===== src/rtl/wb_commit_if.sv =====
// Write-back commit bundle: MEM/WB write fields, flush, ID-stage read ports and
// committed-state outputs of wb_commit_unit.
interface wb_commit_if #(
   parameter int DATA_W = 32,
   parameter int CNT_W  = 32
);
   logic [4:0]        wb_wd;
   logic              wb_wreg;
   logic [DATA_W-1:0] wb_wdata;
   logic              wb_whilo;
   logic [DATA_W-1:0] wb_hi;
   logic [DATA_W-1:0] wb_lo;
   logic              wb_LLbit_we;
   logic              wb_LLbit_value;
   logic              flush;
   logic              re1;
   logic              re2;
   logic [4:0]        raddr1;
   logic [4:0]        raddr2;
   logic [DATA_W-1:0] rdata1;
   logic [DATA_W-1:0] rdata2;
   logic [DATA_W-1:0] hi_o;
   logic [DATA_W-1:0] lo_o;
   logic              LLbit_o;
   logic [CNT_W-1:0]  commit_cnt;

   // Pipeline side: presents the write-back bundle and read requests.
   modport master (
      output wb_wd, wb_wreg, wb_wdata, wb_whilo, wb_hi, wb_lo,
             wb_LLbit_we, wb_LLbit_value, flush, re1, re2, raddr1, raddr2,
      input  rdata1, rdata2, hi_o, lo_o, LLbit_o, commit_cnt
   );

   // Commit unit side: owns the architectural state.
   modport slave (
      input  wb_wd, wb_wreg, wb_wdata, wb_whilo, wb_hi, wb_lo,
             wb_LLbit_we, wb_LLbit_value, flush, re1, re2, raddr1, raddr2,
      output rdata1, rdata2, hi_o, lo_o, LLbit_o, commit_cnt
   );
endinterface


===== src/rtl/wb_commit_unit.sv =====
// Write-back commit unit: GPR file with write-through read bypass, HI/LO, LLbit and
// retired-write counter. Optional macro HILO_BYPASS_EN forwards wb_hi/wb_lo to hi_o/lo_o.
module wb_commit_unit #(
   parameter int                DATA_W      = 32,
   parameter int                CNT_W       = 32,
   parameter logic [DATA_W-1:0] REG_RST_VAL = '0
) (
   input  logic       clk,
   input  logic       rst,
   wb_commit_if.slave bus
);

   logic [DATA_W-1:0] gpr [0:31];
   logic [DATA_W-1:0] hi_reg;
   logic [DATA_W-1:0] lo_reg;
   logic              llbit_reg;
   logic [CNT_W-1:0]  cnt_reg;

   logic gpr_we;
   logic commit_evt;

   // Read priority: reset, port disable, $zero, same-cycle write-back, stored value.
   function automatic logic [DATA_W-1:0] read_port(
      input logic              rst_i,
      input logic              re,
      input logic [4:0]        raddr,
      input logic              wreg,
      input logic [4:0]        wd,
      input logic [DATA_W-1:0] wdata,
      input logic [DATA_W-1:0] stored
   );
      logic [DATA_W-1:0] r;
      r = '0;
      if (rst_i || !re || raddr == 5'd0) begin
         r = '0;
      end else if (wreg && raddr == wd) begin
         r = wdata;
      end else begin
         r = stored;
      end
      return r;
   endfunction

   assign gpr_we     = bus.wb_wreg && (bus.wb_wd != 5'd0);
   assign commit_evt = gpr_we || bus.wb_whilo || bus.wb_LLbit_we;

   // GPR[0] is kept at zero and never written, so reads of it are constant.
   always_ff @(posedge clk) begin
      if (rst) begin
         gpr[0] <= '0;
         for (int i = 1; i < 32; i++) begin
            gpr[i] <= REG_RST_VAL;
         end
      end else if (gpr_we) begin
         gpr[bus.wb_wd] <= bus.wb_wdata;
      end
   end

   always_ff @(posedge clk) begin
      if (rst) begin
         hi_reg <= REG_RST_VAL;
         lo_reg <= REG_RST_VAL;
      end else if (bus.wb_whilo) begin
         hi_reg <= bus.wb_hi;
         lo_reg <= bus.wb_lo;
      end
   end

   // Flush beats a concurrent LL/SC update so a squashed LL cannot leave a live link.
   always_ff @(posedge clk) begin
      if (rst || bus.flush) begin
         llbit_reg <= 1'b0;
      end else if (bus.wb_LLbit_we) begin
         llbit_reg <= bus.wb_LLbit_value;
      end
   end

   always_ff @(posedge clk) begin
      if (rst) begin
         cnt_reg <= '0;
      end else if (commit_evt) begin
         cnt_reg <= cnt_reg + CNT_W'(1);
      end
   end

   assign bus.rdata1 = read_port(rst, bus.re1, bus.raddr1, bus.wb_wreg, bus.wb_wd,
                                 bus.wb_wdata, gpr[bus.raddr1]);
   assign bus.rdata2 = read_port(rst, bus.re2, bus.raddr2, bus.wb_wreg, bus.wb_wd,
                                 bus.wb_wdata, gpr[bus.raddr2]);

`ifdef HILO_BYPASS_EN
   assign bus.hi_o = bus.wb_whilo ? bus.wb_hi : hi_reg;
   assign bus.lo_o = bus.wb_whilo ? bus.wb_lo : lo_reg;
`else
   // Register outputs only; EX must forward an in-flight HI/LO write itself.
   assign bus.hi_o = hi_reg;
   assign bus.lo_o = lo_reg;
`endif

   assign bus.LLbit_o    = llbit_reg;
   assign bus.commit_cnt = cnt_reg;

endmodule


===== src/flat_wrapper.sv =====
// flat-port wrapper written by rule: the top's interface ports become plain ports
module wb_commit_unit_flat 
#(
   parameter int                DATA_W      = 32,
   parameter int                CNT_W       = 32,
   parameter logic [DATA_W-1:0] REG_RST_VAL = '0
)
  (clk, rst, bus_wb_wd, bus_wb_wreg, bus_wb_wdata, bus_wb_whilo, bus_wb_hi, bus_wb_lo, bus_wb_LLbit_we, bus_wb_LLbit_value, bus_flush, bus_re1, bus_re2, bus_raddr1, bus_raddr2, bus_rdata1, bus_rdata2, bus_hi_o, bus_lo_o, bus_LLbit_o, bus_commit_cnt);
  wb_commit_if #(.DATA_W(DATA_W), .CNT_W(CNT_W)) bus_i ();
  input  logic clk;
  input  logic rst;
  input wire logic [$bits(bus_i.wb_wd)-1:0] bus_wb_wd;
  input wire logic [$bits(bus_i.wb_wreg)-1:0] bus_wb_wreg;
  input wire logic [$bits(bus_i.wb_wdata)-1:0] bus_wb_wdata;
  input wire logic [$bits(bus_i.wb_whilo)-1:0] bus_wb_whilo;
  input wire logic [$bits(bus_i.wb_hi)-1:0] bus_wb_hi;
  input wire logic [$bits(bus_i.wb_lo)-1:0] bus_wb_lo;
  input wire logic [$bits(bus_i.wb_LLbit_we)-1:0] bus_wb_LLbit_we;
  input wire logic [$bits(bus_i.wb_LLbit_value)-1:0] bus_wb_LLbit_value;
  input wire logic [$bits(bus_i.flush)-1:0] bus_flush;
  input wire logic [$bits(bus_i.re1)-1:0] bus_re1;
  input wire logic [$bits(bus_i.re2)-1:0] bus_re2;
  input wire logic [$bits(bus_i.raddr1)-1:0] bus_raddr1;
  input wire logic [$bits(bus_i.raddr2)-1:0] bus_raddr2;
  output wire logic [$bits(bus_i.rdata1)-1:0] bus_rdata1;
  output wire logic [$bits(bus_i.rdata2)-1:0] bus_rdata2;
  output wire logic [$bits(bus_i.hi_o)-1:0] bus_hi_o;
  output wire logic [$bits(bus_i.lo_o)-1:0] bus_lo_o;
  output wire logic [$bits(bus_i.LLbit_o)-1:0] bus_LLbit_o;
  output wire logic [$bits(bus_i.commit_cnt)-1:0] bus_commit_cnt;
  assign bus_i.wb_wd = bus_wb_wd;
  assign bus_i.wb_wreg = bus_wb_wreg;
  assign bus_i.wb_wdata = bus_wb_wdata;
  assign bus_i.wb_whilo = bus_wb_whilo;
  assign bus_i.wb_hi = bus_wb_hi;
  assign bus_i.wb_lo = bus_wb_lo;
  assign bus_i.wb_LLbit_we = bus_wb_LLbit_we;
  assign bus_i.wb_LLbit_value = bus_wb_LLbit_value;
  assign bus_i.flush = bus_flush;
  assign bus_i.re1 = bus_re1;
  assign bus_i.re2 = bus_re2;
  assign bus_i.raddr1 = bus_raddr1;
  assign bus_i.raddr2 = bus_raddr2;
  assign bus_rdata1 = bus_i.rdata1;
  assign bus_rdata2 = bus_i.rdata2;
  assign bus_hi_o = bus_i.hi_o;
  assign bus_lo_o = bus_i.lo_o;
  assign bus_LLbit_o = bus_i.LLbit_o;
  assign bus_commit_cnt = bus_i.commit_cnt;
  wb_commit_unit #(.DATA_W(DATA_W), .CNT_W(CNT_W), .REG_RST_VAL(REG_RST_VAL)) u_core (.clk(clk), .rst(rst), .bus(bus_i));
endmodule

===== config.mk =====
export PLATFORM = sky130hd
export DESIGN_NAME = wb_commit_unit_flat
export DESIGN_NICKNAME = d
export VERILOG_FILES = /design/src/rtl/wb_commit_if.sv /design/src/rtl/wb_commit_unit.sv /design/src/flat_wrapper.sv
export SDC_FILE = /design/constraint.sdc
export NUM_CORES = 2
export LEC_CHECK = 0
export BUFFER_PORTS_ARGS = -buffer_cell sky130_fd_sc_hd__buf_2
export CAP_MARGIN = 20
export CORE_ASPECT_RATIO = 0.8
export CORE_UTILIZATION = 62
export DETAILED_ROUTE_END_ITERATION = 12
export GPL_TIMING_DRIVEN = 0
export PLACE_DENSITY = 0.77
export SYNTH_ARGS = -nofsm -noshare
export SYNTH_HDL_FRONTEND = slang
export SYNTH_SLANG_ARGS = --single-unit

===== constraint.sdc =====
create_clock -name clk -period 2.75 [get_ports clk]
set_input_delay 0.4125 -clock clk [delete_from_list [all_inputs] [get_ports clk]]
set_output_delay 0.4125 -clock clk [all_outputs]
set_load 0.01 [all_outputs]

# Word level (Yosys, flattened, before mapping)
# Memory sizes are Yosys's and may differ from the RTL's.
# Index checks and enable logic that the tools add are counted.
[op_classes]
addsub = 1
mul = 0
div = 0
n_lt_le_gt_ge = 0
eq_ne = 2
shift = 0
mux = 12
n_bitwise = 0
n_reduce_logical = 16
[op_table]
columns = ["cell", "count"]
rows = [
  ["two-way mux 32 bit", 5],
  ["adder 32 x 1 -> 32 bit, second input constant", 1],
  ["OR reduction 32 bit", 1],
  ["equality test 5 bit", 2],
  ["zero test 5 bit", 2],
  ["logical OR 1 bit", 7],
  ["two-way mux 1 bit", 6],
  ["two-way mux 5 bit", 1],
  ["nonzero test 5 bit", 1],
  ["logical AND 1 bit", 3],
  ["zero test 1 bit", 2],
]
[totals]
reg_bits = 97
latchBits = 0
mem_bits_rw = 1024
romBits = 0
input_bits = 120
out_inout_bits = 161
wordCells = 36
mem_count = 1
[mem_list]
columns = ["name", "depth", "width", "rd", "rd_clocked_by_memory_dff", "wr", "line_no", "text"]
rows = [
  ["u_core.gpr", 32, 32, 2, 0, 32, "wb_commit_unit.sv:13", "logic [DATA_W-1:0] gpr [0:31];"],
]

# Depth between registers and ports, before layout
[depth]
word_depth = 7
mapped_depth = 9
mapped_depth_nobuf = 6

# Least setup slack after synthesis
# OpenSTA, ideal clock, no wires.
[synth_path]
kind = "input-to-output"
from = "in bus_raddr1[2]"
to = "out bus_rdata1[11]"
t_arrival_ps = 2132
required_ps = 2338
setup_slack_ps = 206
cell_stages = 7
path_buffers = 3
cell_sequence = "buf_2 -> buf_2 -> and2_1 -> clkbuf_1 -> a22oi_1 -> and3_1 -> a2111oi_0"
[synth_between]
elab_chain_cells = 4
[synth_rtl]
columns = ["element", "line_no", "text"]
rows = [
  ["start, declared", "flat_wrapper.sv:23", "input wire logic [$bits(bus_i.raddr1)-1:0] bus_raddr1;"],
  ["branches (longest 3 deep; another with memory (32 x 32 bit))", "-", ""],
  ["two-way mux 32 bit *", "wb_commit_unit.sv:34", "if (rst_i || !re || raddr == 5'd0) begin"],
  ["end, declared", "flat_wrapper.sv:25", "output wire logic [$bits(bus_i.rdata1)-1:0] bus_rdata1;"],
]
# Mark *: on every way between the ends.

# Worst setup path after layout
[layout_path]
from = "in bus_raddr2[4]"
to = "out bus_rdata2[11]"
[layout_between]
elab_chain_cells = 4
[layout_rtl]
columns = ["element", "line_no", "text"]
rows = [
  ["start, declared", "flat_wrapper.sv:24", "input wire logic [$bits(bus_i.raddr2)-1:0] bus_raddr2;"],
  ["branches (longest 3 deep; another with memory (32 x 32 bit))", "-", ""],
  ["two-way mux 32 bit *", "wb_commit_unit.sv:34", ""],
  ["end, declared", "flat_wrapper.sv:26", "output wire logic [$bits(bus_i.rdata2)-1:0] bus_rdata2;"],
]
# Marked as above.

==> impl_metrics.tcl <==
set metrics [dict create \
    drt_iter0_drc 8841 \
    ys_types 66 \
    synth.area.top_cells "edfxtp_1, mux4_2, mux2i_1" \
    cts_buffers 112 \
    die_y_um 278 \
    max_stage_delay_ps 410 \
    ant_nets 0 \
    power_leakage_nw 24.9 \
    grt_pass1_vias 45990 \
    max_slew.worst_pin.slew_ps 1150 \
    muxShareOfSynthArea_pct 20.7 \
    r2r_slack_ps 370 \
    ys_warn_count 0 \
    finClkSkew_ps 25.0 \
    layout_setup_ws_ps -610 \
    min_period_ps 3360 \
    yosys.area_share.adder_pct 0.0212 \
    ys_ff_latch 1121 \
    syn_inst 4293 \
    yosys.area_share.simple_pct 12.4 \
    core_region_area_sq_um 93700 \
    route.detailed.drc 2 \
    hold_viol 0 \
    synth_ff_type "edfxtp_1" \
    rows 100 \
    cap_viol_max_count 0 \
    die_area_sq_um 96500 \
    cts_htree_levels 3 \
    grt_max_degree 33 \
    finish.utilization_pct 76.1 \
    clk-insertion-delay-late_ps 730 \
    vias_per_cell 7.76 \
    peakVddDrop_v 0.000609 \
    status "finished with violations" \
    cts_buffer_depth 3 \
    io_pins 281 \
    worst_path_max_delay_cell "o21ai_2" \
    synth_xor_xnor_area_share_pct 0.356 \
    cts_sinks 1121 \
    start_util_pct 63.0 \
    io_buffers 271 \
    path_buf_inv 5 \
    place.gp.congestion 1.05 \
    post_drt_wl_per_cell_um 39.9 \
    dp.cells 5830 \
    fin_cells 6200 \
    drt-total-wl_um 247000 \
    clock.fmax_ghz 0.298 \
    cp-end-kind "primary output" \
    maxSlewViolCount 0 \
    synth.largest_area_cell "edfxtp_1" \
    syn_avg_cell_area_sq_um 13.8 \
    arrival_ps 2950 \
    synth_top_area_share_pct 52.1 \
    required_ps 2340 \
    hold_class "in -> reg" \
    post_route_cells_drive_above_1_share_pct 31.8 \
    drt_first_pass_iters 12 \
    crit_chain "buf_2, buf_4, clkinv_4, clkbuf_4, a221oi_4, nor2_1, o21ai_2, a221o_1, buf_2" \
    synth_top_family_by_area "multiplexers" \
    slew_headroom_pct 23.2 \
    power_density_nw_per_um2 599 \
    netlist_top_cells_count "edfxtp_1, and2_1, nor3_1, mux4_2, mux2i_1" \
    area_growth_pct 20.8 \
    grt_overflow 0 \
    layout.nets 4998 \
    cts_tree "built" \
    cpLargestDelayFamily "compound AO/OA/AOI/OAI gates" \
    cts_root_buf "clkbuf_16" \
    synth_enable_flop_cells 1024 \
    die_w_um 347 \
    synthArstFlopShare_pct 0 \
    cpMostUsedCell "buf_2" \
    violations "DRC, setup timing" \
    syn_area_sq_um 59100 \
    critPathMaxFanout 10 \
    grt_setup_unrepaired "yes" \
    gr-usage-all-layers_pct 50.2 \
    post-route-period-util_pct 122 \
    grt_pass1_wl_um 335000 \
    vias 48087 \
    critPathLaunchType "input pin" \
    dpl.hpwl_um 169000 \
    path_clk_slew_ps 60 \
    synthMostInstantiatedCell "edfxtp_1" \
    synth-compound-area-share_pct 7.02 \
    antenna_found_initial 11 \
    critPathKind "in -> out" \
    finalSetupViolCount 372 \
    yosysSeqAreaShare_pct 55.4 \
]
[layout by cell type, fill, tap and decap left out, types with 30 or more instances in the layout]
cell / instances
edfxtp_1: 1024
and2_1: 529
nor3_1: 468
mux4_2: 387
mux2i_1: 333
buf_2: 268
clkbuf_1: 244
nor2_1: 140
clkbuf_16: 120
buf_4: 103
dfxtp_1: 97
a22oi_2: 92
dlygate4sd3_1: 66
buf_6: 65
a221oi_2: 61
a221oi_1: 55
nand2_1: 49
buf_12: 45
a211oi_2: 42
o21ai_2: 38
o21ai_0: 35
conb_1: 32
clkbuf_2: 31
inv_1: 31
a221o_1: 31
buf_8: 30
o21ai_1: 30
or2_4: 30
[worst register-to-register path, stage by stage, from the launching register on]
cell     delay, ps
dfxtp_1        420
nand4_1        300
or2_2          410
nor4_1         760
a31oi_1        170
o21ba_1        210
[metrics by stage]
step	power (mW)	setup TNS [ps]	hold slack, ps	instance area [sq um]	worst slack, ps
final	42.8	-35260	67.7	71300	-610
after global routing	43.1	-13040	92.3	71300	-447
after CTS	41.7	-11160	61.2	70100	-328
after detailed placement	25.6	-1439300	476	62200	-1530
after global placement	25.5	-1618910	468	62100	-2260
after floorplan	23.3	0	489	59200	206
[worst paths after layout]
kind,from,to,cells past startpoint
setup / recovery,bus_raddr2[4],bus_rdata2[11],9
hold / removal,bus_wb_wdata[16],u_core.gpr[3][16],2
hold reg to reg,u_core.bus.hi_o[30],u_core.bus.hi_o[30],2
setup reg to reg,u_core.bus.commit_cnt[3],u_core.bus.commit_cnt[26],5
[state kept, by name, indices dropped and copies added, names as in the netlist]
register	count
u_core.gpr	1024
u_core.bus.lo_o	32
u_core.bus.hi_o	32
u_core.bus.LLbit_o	1
u_core.bus.commit_cnt	32
[per-layer routing]
metal	GRT usage, %	vias up	part of all wire, %
met4	32.7	16	8.1
met3	22.0	1247	19
met2	69.9	5316	41
met5	0.647	-	0.056
met1	63.8	23458	32
li1	-	18050	-
[repair_timing]
action | CTS | global route
setup endpoints to repair | 1035 | 1093
endpoints found under the hold margin | 65 | 0
buffers inserted | 53 | 29
pin swaps | 150 | 80
gates cloned | 7 | 6
resized for setup | 782 | 249
hold buffers | 66 | 0
[cell families after synthesis]
| family | count (synthesis) |
|---|---|
| other | 1 |
| xor gates and xnor gates | 24 |
| adders and majority gates | 1 |
| and+or+nand+nor | 1351 |
| DFF | 1121 |
| buffers and inverters | 517 |
| muxes | 733 |
| AOI/OAI and AO/OA | 545 |
[cell type report]
cell class / count / area [sq um]
Clock inverter: 58 / 513
Sequential cell: 1121 / 32700
Antenna cell: 3 / 7.51
Timing Repair Buffer: 433 / 3230
Multi-Input combinational cell: 2694 / 26300
Fill cell: 5732 / 22400
Tap cell: 1224 / 1530
Inverter: 33 / 133
Buffer: 482 / 3800
Clock buffer: 152 / 3160
[power breakdown]
part / switching [mW] / internal [mW] / total, mW
Combinational: 4.20 / 2.61 / 6.82
Sequential: 0.521 / 19.5 / 20.0
Clock: 7.04 / 8.87 / 15.9
(Power assumes the default switching activity.)
